`src/rtl/arith_pipe_pkg.sv`:
```
// Shared definitions for the arith_pipe block.
//   DEFAULT_WIDTH : default operand/result width in bits
//   MODE_MULSUM   : mode encoding for f = (a+b+c-d)*d with overflow flag
//   MODE_SUM      : mode encoding for f = a+b+c-d, ovf forced to 0
package arith_pipe_pkg;

  localparam int unsigned DEFAULT_WIDTH = 8;

  localparam int unsigned MODE_MULSUM = 0;
  localparam int unsigned MODE_SUM    = 1;

endpackage

```
`src/rtl/arith_pipe_pipe_stage.sv`:
```
// Generic pipeline register: one valid bit plus a data word.
//   clk       : clock, rising edge
//   rst       : asynchronous active-high reset, clears valid and data
//   hold      : keep current contents (downstream stall)
//   clear     : drop valid at the next edge; takes priority over hold
//   in_valid  : upstream stage holds a transaction
//   in_data   : upstream payload
//   out_valid : this stage holds a transaction
//   out_data  : registered payload
module pipe_stage #(
  parameter int unsigned DataW = 8
) (
  input  logic             clk,
  input  logic             rst,
  input  logic             hold,
  input  logic             clear,
  input  logic             in_valid,
  input  logic [DataW-1:0] in_data,
  output logic             out_valid,
  output logic [DataW-1:0] out_data
);

  logic             valid_q;
  logic [DataW-1:0] data_q;

  // Data only loads alongside a valid transaction, so bubbles never disturb
  // the word a downstream consumer may be looking at.
  always_ff @(posedge clk or posedge rst) begin
    if (rst) begin
      valid_q <= 1'b0;
      data_q  <= '0;
    end else if (clear) begin
      valid_q <= 1'b0;
    end else if (!hold) begin
      valid_q <= in_valid;
      if (in_valid) begin
        data_q <= in_data;
      end
    end
  end

  assign out_valid = valid_q;
  assign out_data  = data_q;

endmodule

```
`src/rtl/arith_pipe.sv`:
```
// Three-stage arithmetic pipeline with valid/ready handshakes.
//   S1: y1 = a+b, y2 = c-d (modulo 2^WIDTH), carry d and mode
//   S2: y3 = y1+y2, carry d and mode
//   S3: MULSUM -> f = low WIDTH bits of y3*d, ovf = upper bits nonzero
//       SUM    -> f = y3, ovf = 0
// Ports:
//   clk, rst            : clock and asynchronous active-high reset
//   in_valid, in_ready  : input handshake for operands a, b, c, d, mode
//   flush               : discard everything in flight at the next edge
//   out_valid, out_ready: output handshake for f and ovf
module arith_pipe
  import arith_pipe_pkg::*;
#(
  parameter int unsigned WIDTH  = DEFAULT_WIDTH,
  parameter int unsigned MODE_W = 1
) (
  input  logic              clk,
  input  logic              rst,
  input  logic              in_valid,
  output logic              in_ready,
  input  logic [WIDTH-1:0]  a,
  input  logic [WIDTH-1:0]  b,
  input  logic [WIDTH-1:0]  c,
  input  logic [WIDTH-1:0]  d,
  input  logic [MODE_W-1:0] mode,
  input  logic              flush,
  output logic              out_valid,
  input  logic              out_ready,
  output logic [WIDTH-1:0]  f,
  output logic              ovf
);

  localparam int unsigned S1W = 3 * WIDTH + MODE_W;
  localparam int unsigned S2W = 2 * WIDTH + MODE_W;
  localparam int unsigned S3W = WIDTH + 1;

  // A blocked output freezes every stage, so the whole pipe shares one hold.
  logic stall;
  assign stall    = out_valid && !out_ready;
  assign in_ready = !stall && !flush;

  // Stage 1
  logic [WIDTH-1:0]  y1, y2;
  logic [S1W-1:0]    s1_in, s1_q;
  logic              s1_valid;
  logic [WIDTH-1:0]  s1_y1, s1_y2, s1_d;
  logic [MODE_W-1:0] s1_mode;

  assign y1    = a + b;
  assign y2    = c - d;
  assign s1_in = {y1, y2, d, mode};

  pipe_stage #(.DataW(S1W)) u_s1 (
    .clk      (clk),
    .rst      (rst),
    .hold     (stall),
    .clear    (flush),
    .in_valid (in_valid && in_ready),
    .in_data  (s1_in),
    .out_valid(s1_valid),
    .out_data (s1_q)
  );

  assign {s1_y1, s1_y2, s1_d, s1_mode} = s1_q;

  // Stage 2
  logic [WIDTH-1:0]  y3;
  logic [S2W-1:0]    s2_in, s2_q;
  logic              s2_valid;
  logic [WIDTH-1:0]  s2_y3, s2_d;
  logic [MODE_W-1:0] s2_mode;

  assign y3    = s1_y1 + s1_y2;
  assign s2_in = {y3, s1_d, s1_mode};

  pipe_stage #(.DataW(S2W)) u_s2 (
    .clk      (clk),
    .rst      (rst),
    .hold     (stall),
    .clear    (flush),
    .in_valid (s1_valid),
    .in_data  (s2_in),
    .out_valid(s2_valid),
    .out_data (s2_q)
  );

  assign {s2_y3, s2_d, s2_mode} = s2_q;

  // Stage 3: full-width product so overflow can be detected
  logic [2*WIDTH-1:0] prod;
  logic [WIDTH-1:0]   s3_f;
  logic               s3_ovf;
  logic [S3W-1:0]     s3_q;

  assign prod = {{WIDTH{1'b0}}, s2_y3} * {{WIDTH{1'b0}}, s2_d};

  always_comb begin
    s3_f   = prod[WIDTH-1:0];
    s3_ovf = |prod[2*WIDTH-1:WIDTH];
    if (s2_mode == MODE_W'(MODE_SUM)) begin
      s3_f   = s2_y3;
      s3_ovf = 1'b0;
    end
  end

  pipe_stage #(.DataW(S3W)) u_s3 (
    .clk      (clk),
    .rst      (rst),
    .hold     (stall),
    .clear    (flush),
    .in_valid (s2_valid),
    .in_data  ({s3_ovf, s3_f}),
    .out_valid(out_valid),
    .out_data (s3_q)
  );

  assign {ovf, f} = s3_q;

endmodule

```
`config.mk`:
```
export PLATFORM = sky130hd
export DESIGN_NAME = arith_pipe
export DESIGN_NICKNAME = d
export VERILOG_FILES = /design/src/rtl/arith_pipe_pkg.sv /design/src/rtl/arith_pipe_pipe_stage.sv /design/src/rtl/arith_pipe.sv
export SDC_FILE = /design/constraint.sdc
export NUM_CORES = 1
export LEC_CHECK = 0
export BUFFER_PORTS_ARGS = -buffer_cell sky130_fd_sc_hd__buf_2
export CAP_MARGIN = 10
export CORE_UTILIZATION = 35
export DETAILED_ROUTE_END_ITERATION = 7
export PLACE_DENSITY = 0.59
export SETUP_SLACK_MARGIN = 0.2
export SLEW_MARGIN = 10
export SYNTH_ARGS = -nofsm -noshare
export SYNTH_HDL_FRONTEND = slang
export SYNTH_HIERARCHICAL = 1
export SYNTH_SLANG_ARGS = --single-unit
```
`constraint.sdc`:
```
create_clock -name clk -period 5.3 [get_ports clk]
set_clock_uncertainty 0.15 [all_clocks]
set_input_delay 0 -clock clk [delete_from_list [all_inputs] [get_ports clk]]
set_output_delay 0 -clock clk [all_outputs]
set_load 0.1 [all_outputs]
```
==> out/qor.txt, run 1 <==
Initial antenna violation count: 0
Setup Viol. Count Final: 0
Synth warnings: 6
Largest net degree at the start of global routing: 27
Unique cell type count in the Yosys netlist: 44
Required @ worst endpoint: 5.33 ns
Detail Route Antenna Nets: 0
Post-Syn Instances: 488
Crit path time final: 4.78 ns
Initial Util: 36.4%
DRC violation count after routing: 0
Core Region: 14000 um^2
Worst setup SP type: flip-flop
Clk buf depth: 2
Crit-path cells: and2_1 -> fa_1 -> inv_1 -> fa_1 -> inv_1 -> fa_1 -> inv_1 -> fa_1 -> inv_1 -> ha_1 -> a211o_1 -> a21oi_2 -> o31ai_2 -> xor2_1 -> a311oi_1 -> a41oi_1 -> mux2_4
Top-area cell type share of the netlist area: 26.5%
Status: finished, final reports clean
Vias in the first global route: 3531
CP bufs+invs: 4
Hold Vio Cnt, Final: 0
Crit-path leading delay family: adder cells
First-pass GRT wire length: 16.2 mm
Area leader, netlist: dfrtp_1
Slew headroom: 31.5%
Peak Freq: 209 MHz
WP data arrival: 4.81 ns
Clk pin slew, worst setup/hold paths: 0.07 ns
Die span in y: 123 um
All-Layer GR Usage: 13.7%
Root Driver: clkbuf_16
Vias: 3455
WHS: 0.0217 ns
Slew Viols, Final: 0
Antenna cell count: 0
Post-synthesis cell area: 5110 um^2
Tcrit/Tclk final: 90.1%
DPL Wire Length: 7.96 mm
H-Tree Depth: 2
Ys async rst share: 100%
Clk_lat worst skew: 0.29 ns
Grt ovf: 0
Final net count: 684
Fillers: 1370
Net Count, Synth: 622
Worst slew pin tran: 1.02 ns
Crit path capture type: flip-flop
Register area share after synthesis: 26.5%
Final Worst Setup Slack: 0.523 ns
CTS tree: done
Die ar.: 15100 um^2
CTS buffer count: 5
HP Class: input pin to flip-flop
CP Max Fanout: 10
Routed WL: 9.50 mm
GP Congestion: 0.863
Critical-path top delay cell: fa_1
Synth-to-Final Area Change: 14.1%
Unrepaired setup endpoints after global routing: false
Share of layout cells above drive strength 1: 23.0%
Row Count: 43
IO Count: 49
DRT iter0 DRCs: 82
TritonCTS Sinks: 54
DRT Pass-1 Iters: 4
Setup WS pre-CTS: 0.410 ns
Die Wd: 123 um
Wirelength per Cell: 13.0 um
Max cap viols: 0
Buffer count from post-CTS setup fixing: 0
Via density: 4.73
Register bit total from synthesis: 54
Commonest non-fill, non-tap cell in the layout: inv_1
CP peak stage delay: 0.54 ns
Port Buffers: 48
Post-synth EDFFs: 0
Syn_area_per_cell: 10.5 um^2
Ys flop type: dfrtp_1
Cells taking the most area after synthesis: dfrtp_1 26%, fa_1 15%, ha_1 14%, mux2_2 9.7%, inv_1 5.8%
Setup TNS: 0 ns
Kind of critical path: flip-flop to flip-flop
Most frequent cells in the layout: 79 x inv_1, 57 x ha_1, 49 x dfrtp_1, 48 x buf_2, 44 x mux2_2
[worst paths after layout]
kind                                    from  depth (start not counted)                end  slack (ns)
setup / recovery           u_s2/out_data[12]                         17   u_s3/out_data[8]        0.52
hold / removal                          c[7]                          4  u_s1/out_data[16]        0.02
setup reg to reg           u_s2/out_data[12]                         17   u_s3/out_data[8]        0.52
hold reg to reg             u_s1/out_data[7]                          1   u_s1/out_data[7]        0.36
max in group asynchronous                rst                          3   u_s1/out_data[3]        4.04
min in group asynchronous                rst                          3     u_s3/out_valid        0.12
[sequential cells by signal, summed over array words and instances (netlist names)]
| name | flops |
|---|---|
| u_s2/out_valid | 1 |
| u_s2/out_data | 17 |
| u_s1/out_data | 25 |
| u_s3/out_valid | 1 |
| u_s3/out_data | 9 |
| u_s1/out_valid | 1 |
[worst register-to-register path, delay by kind of cell (launching register included)]
kind / cells / cell delay, ns
and+or+nand+nor: 1 / 0.20
xor gates and xnor gates: 1 / 0.15
AOI/OAI and AO/OA: 5 / 0.95
buffers and inverters: 4 / 0.19
adders and majority gates: 5 / 2.29
muxes: 1 / 0.28
DFF: 1 / 0.46
[stage by stage]
step	instance area, um^2	util, %	std cells
after floorplan	5110	-	488
after global placement	5510	39.2	709
after detailed placement	5510	39.2	709
after CTS	5820	41.4	731
after global routing	5830	41.5	731
final	5830	41.5	731
[per-layer routing]
layer | part of all wire, % | track usage, % | wire length, um
met1 | 49 | 18.5 | 4630
met2 | 47 | 22.5 | 4500
met3 | 3.3 | 3.07 | 312
met4 | 0.68 | 2.21 | 65
met5 | 0 | 0 | 0
[cells by family (layout without fill, tap and decap cells)]
group / Yosys count / in the layout / synth area share (%)
AND/OR/NAND/NOR: 101 / 101 / 10.5
adder cells (fa/ha/maj): 96 / 96 / 29.3
buffers and inverters: 87 / 150 / 7.13
AO/OA/AOI/OAI: 62 / 62 / 8.11
multiplexers: 58 / 58 / 13.4
flip-flops: 54 / 54 / 26.5
XOR/XNOR: 30 / 30 / 5.15
[synth_stat cells (all sizes together), types with 3 or more instances]
library cell  count
nand2            39
nor2b             3
or3               3
inv              79
ha               57
dfrtp            54
o21bai            6
fa               39
o21ai            15
and2             35
xor2             10
a21oi            24
mux2             54
mux2i             4
xnor2            20
buf               6
nor2             10
a21o              8
nor3b             3
nand2b            3
[layout make-up]
cell class | count | area [um^2] | area share, %
clock inverters | 2 | 37.5 | 0.644
repair buffers | 63 | 388 | 6.66
inverters | 79 | 297 | 5.09
clock buffers | 6 | 129 | 2.21
flip-flops and latches | 54 | 1360 | 23.3
multi-input cells | 347 | 3390 | 58.2
well taps | 180 | 225 | 3.86
[what timing repair did]
action,in CTS,in global routing
hold endpoints to repair,67,0
hold buffers,14,0
resized for setup,0,6
setup endpoints to repair,0,1
Power of run 1 is left out: the tool's default activity adds up to more than one toggle a clock period on the data nets, which glitch-free logic cannot reach.
==> run 2: changes to the inputs <==
Settings changed: CELL_PAD_IN_SITES_DETAIL_PLACEMENT set to 2, CELL_PAD_IN_SITES_GLOBAL_PLACEMENT set to 2, PLACE_DENSITY 0.59 to not set, PLACE_DENSITY_LB_ADDON set to 0.1, SLEW_MARGIN 10 to 20.
==> out/qor.txt, run 2 (synthesized netlist as in run 1, its figures left out) <==
Crit path capture type: flip-flop
Die span in y: 123 um (unchanged)
Vias in the first global route: 4091 (+16%)
Setup Viol. Count Final: 0 (unchanged)
DRC violation count after routing: 0 (unchanged)
CP Max Fanout: 10 (unchanged)
Final net count: 685 (+0.15%)
Die ar.: 15100 um^2 (unchanged)
Hold Vio Cnt, Final: 0 (unchanged)
Unrepaired setup endpoints after global routing: false
Share of layout cells above drive strength 1: 24.3% (+1.2 points)
Status: finished, final reports clean
DRT iter0 DRCs: 75 (-8.5%)
Core Region: 14000 um^2 (unchanged)
Grt ovf: 0 (unchanged)
Port Buffers: 48 (unchanged)
Antenna cell count: 0 (unchanged)
Largest net degree at the start of global routing: 27 (unchanged)
Clk buf depth: 2 (unchanged)
Max cap viols: 0 (unchanged)
Buffer count from post-CTS setup fixing: 0 (unchanged)
All-Layer GR Usage: 17.5% (+3.8 points)
Kind of critical path: flip-flop to flip-flop
Synth-to-Final Area Change: 14.4%
Detail Route Antenna Nets: 0 (unchanged)
Tcrit/Tclk final: 91.6% (+1.5 points)
H-Tree Depth: 2 (unchanged)
Root Driver: clkbuf_16
Clk pin slew, worst setup/hold paths: 0.07 ns (about the same)
Slew Viols, Final: 0 (unchanged)
Peak Freq: 206 MHz (-1.6%)
DPL Wire Length: 9.71 mm (+22%)
Vias: 3560 (+3.0%)
Commonest non-fill, non-tap cell in the layout: inv_1
Max FFs per register: 25 (unchanged)
Setup TNS: 0 ns (unchanged)
TritonCTS Sinks: 54 (unchanged)
CTS buffer count: 5 (unchanged)
First-pass GRT wire length: 20.1 mm (+24%)
IO Count: 49 (unchanged)
CTS tree: done
Required @ worst endpoint: 5.34 ns (about the same)
HP Class: input pin to flip-flop
Clk_lat worst skew: 0.30 ns (about the same)
Slew headroom: 26.0% (-5.5 points)
Row Count: 43 (unchanged)
Most frequent cells in the layout: 78 x inv_1, 57 x ha_1, 48 x buf_2, 44 x mux2_2, 44 x dfrtp_1
Via density: 4.86 (+2.9%)
Crit path time final: 4.86 ns (+0.0800 ns)
Wirelength per Cell: 16.1 um (+24%)
DRT Pass-1 Iters: 4 (unchanged)
Worst setup SP type: flip-flop
Initial antenna violation count: 0 (unchanged)
GP Congestion: 0.803 (-7.0%)
WP data arrival: 4.90 ns (+0.09 ns)
Initial Util: 36.4% (unchanged)
Routed WL: 11.8 mm (+24%)
Worst slew pin tran: 1.10 ns (+0.0821 ns)
Die Wd: 123 um (unchanged)
## run 2: final timing paths
kind                                      to  cells past startpoint  slack, ns         startpoint
max                         u_s3/out_data[8]                     17       0.44  u_s2/out_data[12]
min                        u_s1/out_data[24]                      4      0.003               a[7]
max reg2reg                 u_s3/out_data[8]                     17       0.44  u_s2/out_data[12]
min reg2reg                u_s1/out_data[21]                      1       0.35  u_s1/out_data[21]
max in group asynchronous   u_s2/out_data[8]                      3       4.28                rst
min in group asynchronous     u_s3/out_valid                      3       0.11                rst
## run 2: timing repair
item                       4_1_cts  5_1_grt
hold endpoints to repair        67        0
hold buffers                    14        0
setup endpoints to repair        0        1
resized for setup                0       11
## run 2: final cells by class
cell class                 count  area [um^2]
fill                        1514         8200
timing repair buffer          64          395
multi-input combinational    347         3390
clock inverter                 2         37.5
sequential                    54         1360
inverter                      79          297
tap                          180          225
clock buffer                   6          129
## run 2: worst max-delay path, cell delays in order (launching register included)
cell	delay, ns
dfrtp_2	0.47
and2_1	0.20
fa_1	0.53
inv_1	0.05
fa_1	0.48
inv_1	0.05
fa_1	0.53
inv_1	0.05
fa_1	0.52
inv_1	0.04
ha_1	0.24
a211o_1	0.29
a21oi_2	0.16
o31ai_2	0.08
xor2_1	0.14
a311oi_1	0.29
a41oi_1	0.19
mux2_4	0.28
## run 2: metrics by stage
step	setup slack (ns)	hold WS, ns	utilization, %	instances	cell area, um^2
finish	0.443	0.00347	41.6	732	5840
global route	0.203	0.0659	41.6	732	5840
CTS	0.325	0.00525	41.5	732	5830
detailed placement	0.322	-0.0961	39.3	710	5520
global placement	0.451	-0.113	39.3	710	5520
floorplan	0.674	-0.310	-	488	5110
## run 2: routing by layer
layer / GRT usage [%] / vias up / wire, um
met5: 0 / - / 0
met4: 4.57 / 0 / 136
met3: 2.23 / 9 / 190
met2: 31.5 / 35 / 6200
met1: 21.8 / 1808 / 5260
li1: - / 1708 / -
Power of run 2 is left out for the same reason.
